--- src/rtl/tlb_fsl_pkg.sv ---
// Shared definitions for the tlb_bram FSL command protocol.
// Covers the header layout (big-endian bit numbering), the control encodings, the FSM states and the error bits.
package tlb_fsl_pkg;

  localparam int WAY_MSB  = 0;
  localparam int WAY_LSB  = 3;
  localparam int ADDR_MSB = 21;
  localparam int ADDR_LSB = 31;

  localparam logic CTL_WR_HDR = 1'b1;
  localparam logic CTL_RD_HDR = 1'b0;
  localparam logic CTL_DATA   = 1'b0;

  localparam int ERR_NO_OUTSTANDING = 0;
  localparam int ERR_CTRL           = 1;

  typedef enum logic [1:0] {
    ST_IDLE = 2'd0,
    ST_HDR  = 2'd1,
    ST_DATA = 2'd2
  } cmd_state_t;

  function automatic logic [0:31] pack_header(input logic [3:0] way, input logic [10:0] addr);
    logic [0:31] h;
    h = '0;
    h[WAY_MSB:WAY_LSB]   = way;
    h[ADDR_MSB:ADDR_LSB] = addr;
    return h;
  endfunction

endpackage

--- src/rtl/tlb_rsp_buf.sv ---
// One-entry read-response buffer between the FSL slave FIFO and the client.
// A new word is popped whenever the slot is empty or is being drained in the same cycle.
module tlb_rsp_buf (
  input  logic        clk,
  input  logic        rst,
  input  logic        en,
  input  logic        s_exists,
  input  logic [31:0] s_data,
  input  logic        s_control,
  output logic        s_read,
  input  logic        rsp_ready,
  output logic        rsp_valid,
  output logic [31:0] rsp_data,
  output logic        pop,
  output logic        pop_ctrl_err
);

  logic        full_reg;
  logic [31:0] data_reg;

  assign pop          = en & s_exists & (~full_reg | rsp_ready);
  assign s_read       = pop;
  assign pop_ctrl_err = pop & s_control;
  assign rsp_valid    = full_reg;
  assign rsp_data     = data_reg;

  always_ff @(posedge clk or posedge rst) begin
    if (rst) begin
      full_reg <= 1'b0;
      data_reg <= '0;
    end else if (pop) begin
      full_reg <= 1'b1;
      data_reg <= s_data;
    end else if (full_reg && rsp_ready) begin
      full_reg <= 1'b0;
    end
  end

endmodule

--- src/rtl/tlb_cmd_master.sv ---
// FSL initiator for tlb_bram: serialises client read/write requests into header/data words
// and returns read data through a one-entry response buffer, tracking outstanding reads.
module tlb_cmd_master
  import tlb_fsl_pkg::*;
#(
  parameter int MAX_OUTSTANDING = 4
) (
  input  logic        FSL_Clk,
  input  logic        FSL_Rst,
  output logic        FSL_M_Clk,
  output logic        FSL_M_Write,
  output logic [0:31] FSL_M_Data,
  output logic        FSL_M_Control,
  input  logic        FSL_M_Full,
  output logic        FSL_S_Clk,
  output logic        FSL_S_Read,
  input  logic [0:31] FSL_S_Data,
  input  logic        FSL_S_Control,
  input  logic        FSL_S_Exists,
  input  logic        req_valid,
  output logic        req_ready,
  input  logic        req_write,
  input  logic [3:0]  req_way,
  input  logic [10:0] req_addr,
  input  logic [31:0] req_wdata,
  output logic        rsp_valid,
  input  logic        rsp_ready,
  output logic [31:0] rsp_data,
  output logic [3:0]  outstanding,
  output logic [1:0]  err_flags
);

  localparam logic [3:0] MAX_OS = 4'(MAX_OUTSTANDING);

  cmd_state_t  state_reg, state_next;
  logic        run_reg;
  logic        write_reg;
  logic [3:0]  way_reg;
  logic [10:0] addr_reg;
  logic [31:0] wdata_reg;
  logic [3:0]  outstanding_reg;
  logic [1:0]  err_reg;
  logic [31:0] s_data_w;
  logic        accept, word_taken, inc, dec_ok, pop, pop_ctrl_err;

  assign FSL_M_Clk   = FSL_Clk;
  assign FSL_S_Clk   = FSL_Clk;
  assign outstanding = outstanding_reg;
  assign err_flags   = err_reg;
  assign s_data_w    = FSL_S_Data;

  assign accept     = req_valid & req_ready;
  assign word_taken = FSL_M_Write & ~FSL_M_Full;
  assign inc        = (state_reg == ST_HDR) & ~write_reg & word_taken;
  assign dec_ok     = pop & (outstanding_reg != 4'd0);

  always_ff @(posedge FSL_Clk or posedge FSL_Rst) begin
    if (FSL_Rst) state_reg <= ST_IDLE;
    else         state_reg <= state_next;
  end

  always_comb begin
    state_next = state_reg;
    case (state_reg)
      ST_IDLE: if (accept) state_next = ST_HDR;
      ST_HDR:  if (word_taken) state_next = write_reg ? ST_DATA : ST_IDLE;
      ST_DATA: if (word_taken) state_next = ST_IDLE;
      default: state_next = ST_IDLE;
    endcase
  end

  // run_reg holds req_ready low until the first edge after reset releases.
  always_comb begin
    req_ready     = 1'b0;
    FSL_M_Write   = 1'b0;
    FSL_M_Data    = '0;
    FSL_M_Control = 1'b0;
    case (state_reg)
      ST_IDLE: req_ready = run_reg & (req_write | (outstanding_reg < MAX_OS));
      ST_HDR: begin
        FSL_M_Write   = ~FSL_M_Full;
        FSL_M_Data    = pack_header(way_reg, addr_reg);
        FSL_M_Control = write_reg ? CTL_WR_HDR : CTL_RD_HDR;
      end
      ST_DATA: begin
        FSL_M_Write   = ~FSL_M_Full;
        FSL_M_Data    = wdata_reg;
        FSL_M_Control = CTL_DATA;
      end
      default: ;
    endcase
  end

  always_ff @(posedge FSL_Clk or posedge FSL_Rst) begin
    if (FSL_Rst) begin
      run_reg   <= 1'b0;
      write_reg <= 1'b0;
      way_reg   <= '0;
      addr_reg  <= '0;
      wdata_reg <= '0;
    end else begin
      run_reg <= 1'b1;
      if (accept) begin
        write_reg <= req_write;
        way_reg   <= req_way;
        addr_reg  <= req_addr;
        wdata_reg <= req_wdata;
      end
    end
  end

  // A pop with nothing outstanding does not decrement but is still delivered and flagged.
  always_ff @(posedge FSL_Clk or posedge FSL_Rst) begin
    if (FSL_Rst) begin
      outstanding_reg <= '0;
      err_reg         <= '0;
    end else begin
      case ({inc, dec_ok})
        2'b10:   outstanding_reg <= outstanding_reg + 4'd1;
        2'b01:   outstanding_reg <= outstanding_reg - 4'd1;
        default: outstanding_reg <= outstanding_reg;
      endcase
      if (pop && outstanding_reg == 4'd0) err_reg[ERR_NO_OUTSTANDING] <= 1'b1;
      if (pop_ctrl_err)                   err_reg[ERR_CTRL]           <= 1'b1;
    end
  end

  tlb_rsp_buf u_rsp_buf (
    .clk          (FSL_Clk),
    .rst          (FSL_Rst),
    .en           (run_reg),
    .s_exists     (FSL_S_Exists),
    .s_data       (s_data_w),
    .s_control    (FSL_S_Control),
    .s_read       (FSL_S_Read),
    .rsp_ready    (rsp_ready),
    .rsp_valid    (rsp_valid),
    .rsp_data     (rsp_data),
    .pop          (pop),
    .pop_ctrl_err (pop_ctrl_err)
  );

endmodule

--- config.mk ---
export PLATFORM = sky130hd
export DESIGN_NAME = tlb_cmd_master
export DESIGN_NICKNAME = d
export VERILOG_FILES = /design/src/rtl/tlb_fsl_pkg.sv /design/src/rtl/tlb_rsp_buf.sv /design/src/rtl/tlb_cmd_master.sv
export SDC_FILE = /design/constraint.sdc
export NUM_CORES = 1
export LEC_CHECK = 0
export ABC_CLOCK_PERIOD_IN_PS = 2900
export CORE_ASPECT_RATIO = 2
export CORE_UTILIZATION = 40
export CTS_BUF_LIST = sky130_fd_sc_hd__clkbuf_2
export DETAILED_ROUTE_END_ITERATION = 6
export GPL_ROUTABILITY_DRIVEN = 1
export PLACE_DENSITY = 0.82
export SYNTH_ARGS = -nofsm -noshare
export SYNTH_HDL_FRONTEND = slang
export SYNTH_SLANG_ARGS = --single-unit
--- constraint.sdc ---
create_clock -name FSL_Clk -period 2.9 [get_ports FSL_Clk]
set_input_delay 0.725 -clock FSL_Clk [delete_from_list [all_inputs] [get_ports FSL_Clk]]
set_output_delay 0.725 -clock FSL_Clk [all_outputs]
set_load 0.05 [all_outputs]
==> results of run 1 <==
worst max-delay path, cell delays in order:
cell and delay [ns]:
clkbuf_2 0.10, clkbuf_2 0.10, dlygate4sd2_1 0.41
cell usage after synthesis (2+ instances only):
library cell / n / area (µm²)
buf_2: 5 / 25.0
clkbuf_1: 4 / 15.0
mux2_4: 9 / 135
xor2_1: 4 / 35.0
ha_1: 6 / 75.1
buf_6: 2 / 22.5
dfrtp_1: 90 / 2250
a21o_1: 2 / 15.0
buf_4: 5 / 37.5
a22oi_1: 15 / 113
a21oi_1: 2 / 10.0
o21ai_0: 4 / 20.0
and2_1: 18 / 113
inv_1: 4 / 15.0
nor2b_1: 19 / 119
mux2_2: 73 / 822
nand2_1: 3 / 11.3
power by group:
part	internal [mW]	switching [mW]	leakage, nW
combinational	1.44	1.51	1.48
sequential	1.72	0.279	1.06
clock	0.272	0.557	0.0916
final timing paths:
kind / startpoint / endpoint / slack [ns]
worst max-delay path: FSL_Clk / FSL_S_Clk / 0.11
worst min-delay path: FSL_Rst / addr_reg[3] / 0.48
worst max register to register: state_reg[0] / outstanding[3] / 0.48
worst min register to register: err_flags[1] / err_flags[1] / 0.50
max in group asynchronous: FSL_Rst / outstanding[0] / 1.78
min in group FSL_Clk: err_flags[1] / err_flags[1] / 0.50
cell type report:
cell class / instances / area, µm² / share of cell area, %
Inverter: 4 / 18.8 / 0.295
Tap cell: 132 / 165 / 2.60
Multi-Input combinational cell: 170 / 1670 / 26.2
Clock inverter: 4 / 52.6 / 0.826
Timing Repair Buffer: 171 / 2110 / 33.1
Sequential cell: 90 / 2250 / 35.4
Clock buffer: 18 / 97.6 / 1.53
layout by cell type (no fill, tap or decap), types with 2 or more instances in the layout:
cell type / n
nor2b_4: 3
nor2b_2: 14
clkinvlp_4: 4
dlygate4sd2_1: 2
xor2_1: 4
ha_4: 2
a21oi_1: 2
a22oi_1: 15
o21ai_0: 4
buf_6: 3
inv_1: 3
buf_4: 3
nand2_1: 3
dfrtp_1: 90
mux2_4: 9
and2_1: 18
clkbuf_2: 16
a21o_1: 2
mux2_2: 73
ha_1: 4
clkdlybuf4s50_1: 125
nor2b_1: 2
buf_12: 40
layer usage:
metal,up-vias,part of all wire [%]
met5,-,0
li1,1319,-
met4,0,2.8
met3,20,3.6
met2,85,58
met1,1450,36
cells by family after synthesis:
group	share of synthesized area [%]
flip-flops	57.0
multiplexers	24.2
AND/OR/NAND/NOR	7.83
AO/OA/AOI/OAI	4.78
buffers and inverters	3.01
adder cells (fa/ha/maj)	1.90
XOR/XNOR	1.11
other	0.0950
repair_timing:
item | CTS | global route
resized for setup | 8 | 22
hold buffers | 0 | 0
buffers inserted | 0 | 1
cloned | 0 | 0
setup endpoints to repair | 15 | 16
==> qor.yml, run 1 <==
synthesis:
  synth.net_count: 374
  synth_ff_type: "dfrtp_1"
  yosysWarningCount: 0
  netlist_area_um2: 3950
  yosysSeqAreaShare_pct: 57.0
  synth_cells: 281
  synth_edf_count: 0
  synthArstFlopShare_pct: 100
  ys_seq_elements: 90
  ys_types: 33
  avgSynthCellArea_um2: 14.1
sta:
  layout_min_cycle_time_ns: 2.79
  setup_viol: 0
  hold_ws_ns: 0.480
  skew_ns: 0.0357
  rsz0062_at_grt: "yes"
  hold_violations: 0
  max_freq_ghz: 0.362
  tightestPinTransition_ns: 0.656
  slew_viol_final: 0
  relSlewSlack_pct: 56.2
  tns_ns: 0
  fin_crit_sh_pct: 96.3
  fin_ws_ns: 0.108
worst_setup_path:
  cp_max_fo: 2
  cp.arrival_ns: 2.07
  worstSetupPathType: "clock port to output pin"
  worst_ep_required_time_ns: 2.17
  start_kind: "clock port"
  r2r_cells: 9
  end_kind: "output pin"
place:
  post-place-ws_ns: -0.0134
  hpwl_um: 7580
  gp_congestion: 0.811
  dpl_cell_area_um2: 6120
  post-place-cells: 568
  port_buffers: 163
detailed_routing:
  drt_pass1_iterations: 6
  drt_wl_total_um: 10400
  ant_nets: 0
  dr_total_vias: 2874
  drtIter0Drc: 90
  via_per_inst: 4.88
  routedWlPerCell_um: 17.6
  drc: 0
die:
  dieArea_um2: 10300
  die_h_um: 143
  pin_count: 164
  die_x_um: 72.3
  core_um2: 9640
  start_util_pct: 41.0
  rows: 51
run:
  max-cap-violations: 0
power_and_ir_drop:
  vdd_ir_drop_max_uv: 693
  cellPowerDensity_nw_per_um2: 909
  p_total_mw: 5.78
  p_leak_nw: 2.64
grt:
  gr-usage-met1_pct: 22.8
  grt_max_degree: 50
  busiest_layer: "met2"
  antenna_found_initial: 0
  use_met2_pct: 37.5
  grt_use_total_pct: 21.4
  grt_overflow_total: 0
  grt_use_met3_pct: 5.59
  grt_pass1_vias: 3146
  grt_pass1_wl_um: 16100
layout:
  stdcell_count: 589
  antennaDiodeCount: 0
  final_util_pct: 66.0
  drive_gt1_share_pct: 37.2
  fin_area_um2: 6360
  syn2layout_area_growth_pct: 61.2
  nets: 545
  fill_cells: 716
worst_hold_path:
  hold_class: "input pin to asynchronous set/reset pin"
run_status:
  outcome: "complete, no violations"
cts:
  clkTransAtPathRegs_ns: 0.26
  clk_latency_ns: 0.64
  cts_tree: "built"
Note: power is estimated with default switching activity, not from simulation.
==> run 2, diff against run 1 <==
--- a/config.mk
+++ b/config.mk
@@ -7,6 +7,7 @@
 export LEC_CHECK = 0
 export ABC_CLOCK_PERIOD_IN_PS = 2900
 export CORE_ASPECT_RATIO = 2
+export CORE_MARGIN = 5
 export CORE_UTILIZATION = 40
 export CTS_BUF_LIST = sky130_fd_sc_hd__clkbuf_2
 export DETAILED_ROUTE_END_ITERATION = 6
==> qor.yml, run 2 (synthesis gave the netlist of run 1 again) <==
power_and_ir_drop:
  cellPowerDensity_nw_per_um2: 917  # +0.99%
  p_leak_nw: 2.65  # +0.62%
  vdd_ir_drop_max_uv: 665  # -4.1%
  p_total_mw: 5.85  # +1.2%
worst_setup_path:
  max_stage_delay_ns: 0.41  # about the same
  cp.arrival_ns: 2.08  # about the same
  slowest_stage: "dlygate4sd2_1"
  end_kind: "output pin"
  worst_ep_required_time_ns: 2.17  # about the same
  r2r_cells: 9  # unchanged
  crit_chain: "clkbuf_2, clkbuf_2, dlygate4sd2_1"
  rr_endpoint: "outstanding[3]"
  r2r-start: "state_reg[1]"
  cp_max_fo: 2  # unchanged
  crit_top_cell: "clkbuf_2"
  worstSetupPathType: "clock port to output pin"
  reg2reg_slack_ns: 0.47  # about the same
  start_kind: "clock port"
cts:
  cts_tree: "built"
  hold_buffers: 0  # unchanged
  clkTransAtPathRegs_ns: 0.24  # -0.02 ns
  clk_latency_ns: 0.64  # about the same
layout:
  final_cell_mix: "125 x clkdlybuf4s50_1, 90 x dfrtp_1, 73 x mux2_2, 39 x buf_12, 18 x and2_1"
  fill_cells: 754  # +5.3%
  nets: 546  # +0.18%
  final_common_cell: "clkdlybuf4s50_1"
  drive_gt1_share_pct: 37.1  # -0.081 points
  stdcell_count: 592  # +0.51%
  syn2layout_area_growth_pct: 61.5
  seq_area_um2: 2250  # unchanged
  multi_input_area_um2: 1660  # -0.60%
detailed_routing:
  routedWlPerCell_um: 18.6  # +5.7%
  drt_pass1_iterations: 4  # -2
  dr_total_vias: 2854  # -0.70%
  via_per_inst: 4.82  # -1.2%
  ant_nets: 0  # unchanged
  drc: 0  # unchanged
  drtIter0Drc: 112  # +24%
  drt_wl_total_um: 11000  # +6.3%
grt:
  grt_pass1_vias: 3267  # +3.8%
  grt_overflow_total: 0  # unchanged
  antenna_found_initial: 2  # +2
  grt_use_total_pct: 19.2  # -2.2 points
  grt_max_degree: 56  # +12%
  grt_pass1_wl_um: 16900  # +5.4%
run:
  max-cap-violations: 0  # unchanged
place:
  post-place-cells: 569  # +0.18%
  hpwl_um: 8360  # +10%
  gp_congestion: 0.757  # -6.7%
  port_buffers: 163  # unchanged
sta:
  skew_ns: 0.0330  # -0.00268 ns
  setup_viol: 0  # unchanged
  relSlewSlack_pct: 59.8  # +3.6 points
  tns_ns: 0  # unchanged
  rsz0062_at_grt: "yes"
  hold_violations: 0  # unchanged
  slew_viol_final: 0  # unchanged
  tightestPinTransition_ns: 0.601  # -0.0550 ns
die:
  rows: 51  # unchanged
  start_util_pct: 40.7  # -0.27 points
  core_um2: 9700  # +0.66%
  pin_count: 164  # unchanged
  die_h_um: 151  # +5.6%
  die_x_um: 80.3  # +11%
  dieArea_um2: 12100  # +17%
worst_hold_path:
  hold_class: "input pin to asynchronous set/reset pin"
run_status:
  outcome: "complete, no violations"
run 2: cell count changes in the layout (fill, tap and decap cells not counted), moves of 2 or more:
| cell | before | now |
|---|---|---|
| buf_4 | 3 | 5 |
| clkbuf_2 | 16 | 14 |
| clkinv_2 | 0 | 2 |
| clkinvlp_4 | 4 | 2 |
| diode_2 | 0 | 2 |
run 2: routing by layer:
metal / GRT usage [%] / wire length, µm
met4: 14.0 / 563
met1: 18.3 / 3610
met3: 4.55 / 442
met2: 34.5 / 6380
met5: 0 / 0
run 2: repair_timing:
action,CTS,global route
pin swaps,0,0
gates resized for setup,14,13
endpoints found under the setup margin,15,15
buffers inserted,1,0
gates cloned,0,0
run 2: per-stage QoR:
step	setup WS (ns)	util (%)	area [µm²]	hold WS, ns
detailed placement	0.0207	63.2	6130	0.444
CTS	0.00567	65.3	6330	0.404
global placement	0.0529	63.2	6130	0.439
global route	-0.0150	65.7	6380	0.424
floorplan	0.139	-	3960	0.470
finish	0.0993	65.7	6380	0.480
run 2: how the worst max path moves through the flow:
stage	start	end	slack, ns
finish	FSL_Clk	FSL_M_Clk	0.1
global route	state_reg[1]	FSL_M_Data[30]	-0.01
CTS	state_reg[1]	FSL_M_Data[26]	0.006
detailed placement	rsp_ready	outstanding[3]	0.02
global placement	FSL_Clk	FSL_M_Clk	0.05
floorplan	rsp_ready	outstanding[2]	0.14
run 2: critical path, delay by kind of cell:
kind                   cells  cell delay [ns]
buffers and inverters      3             0.62
run 2: power breakdown:
| part | switching [mW] | total, mW | internal [mW] | leakage (nW) |
|---|---|---|---|---|
| logic | 1.51 | 2.94 | 1.43 | 1.49 |
| registers | 0.275 | 1.99 | 1.72 | 1.06 |
| clock network | 0.566 | 0.912 | 0.346 | 0.106 |
run 2: area by class of cell:
type	count	share of cell area (%)
diodes	2	0.0785
clock buffers	16	1.37
clock inverters	6	1.28
inverters	4	0.294
multi-input cells	170	26.0
flip-flops and latches	90	35.3
well taps	132	2.59
repair buffers	172	33.0
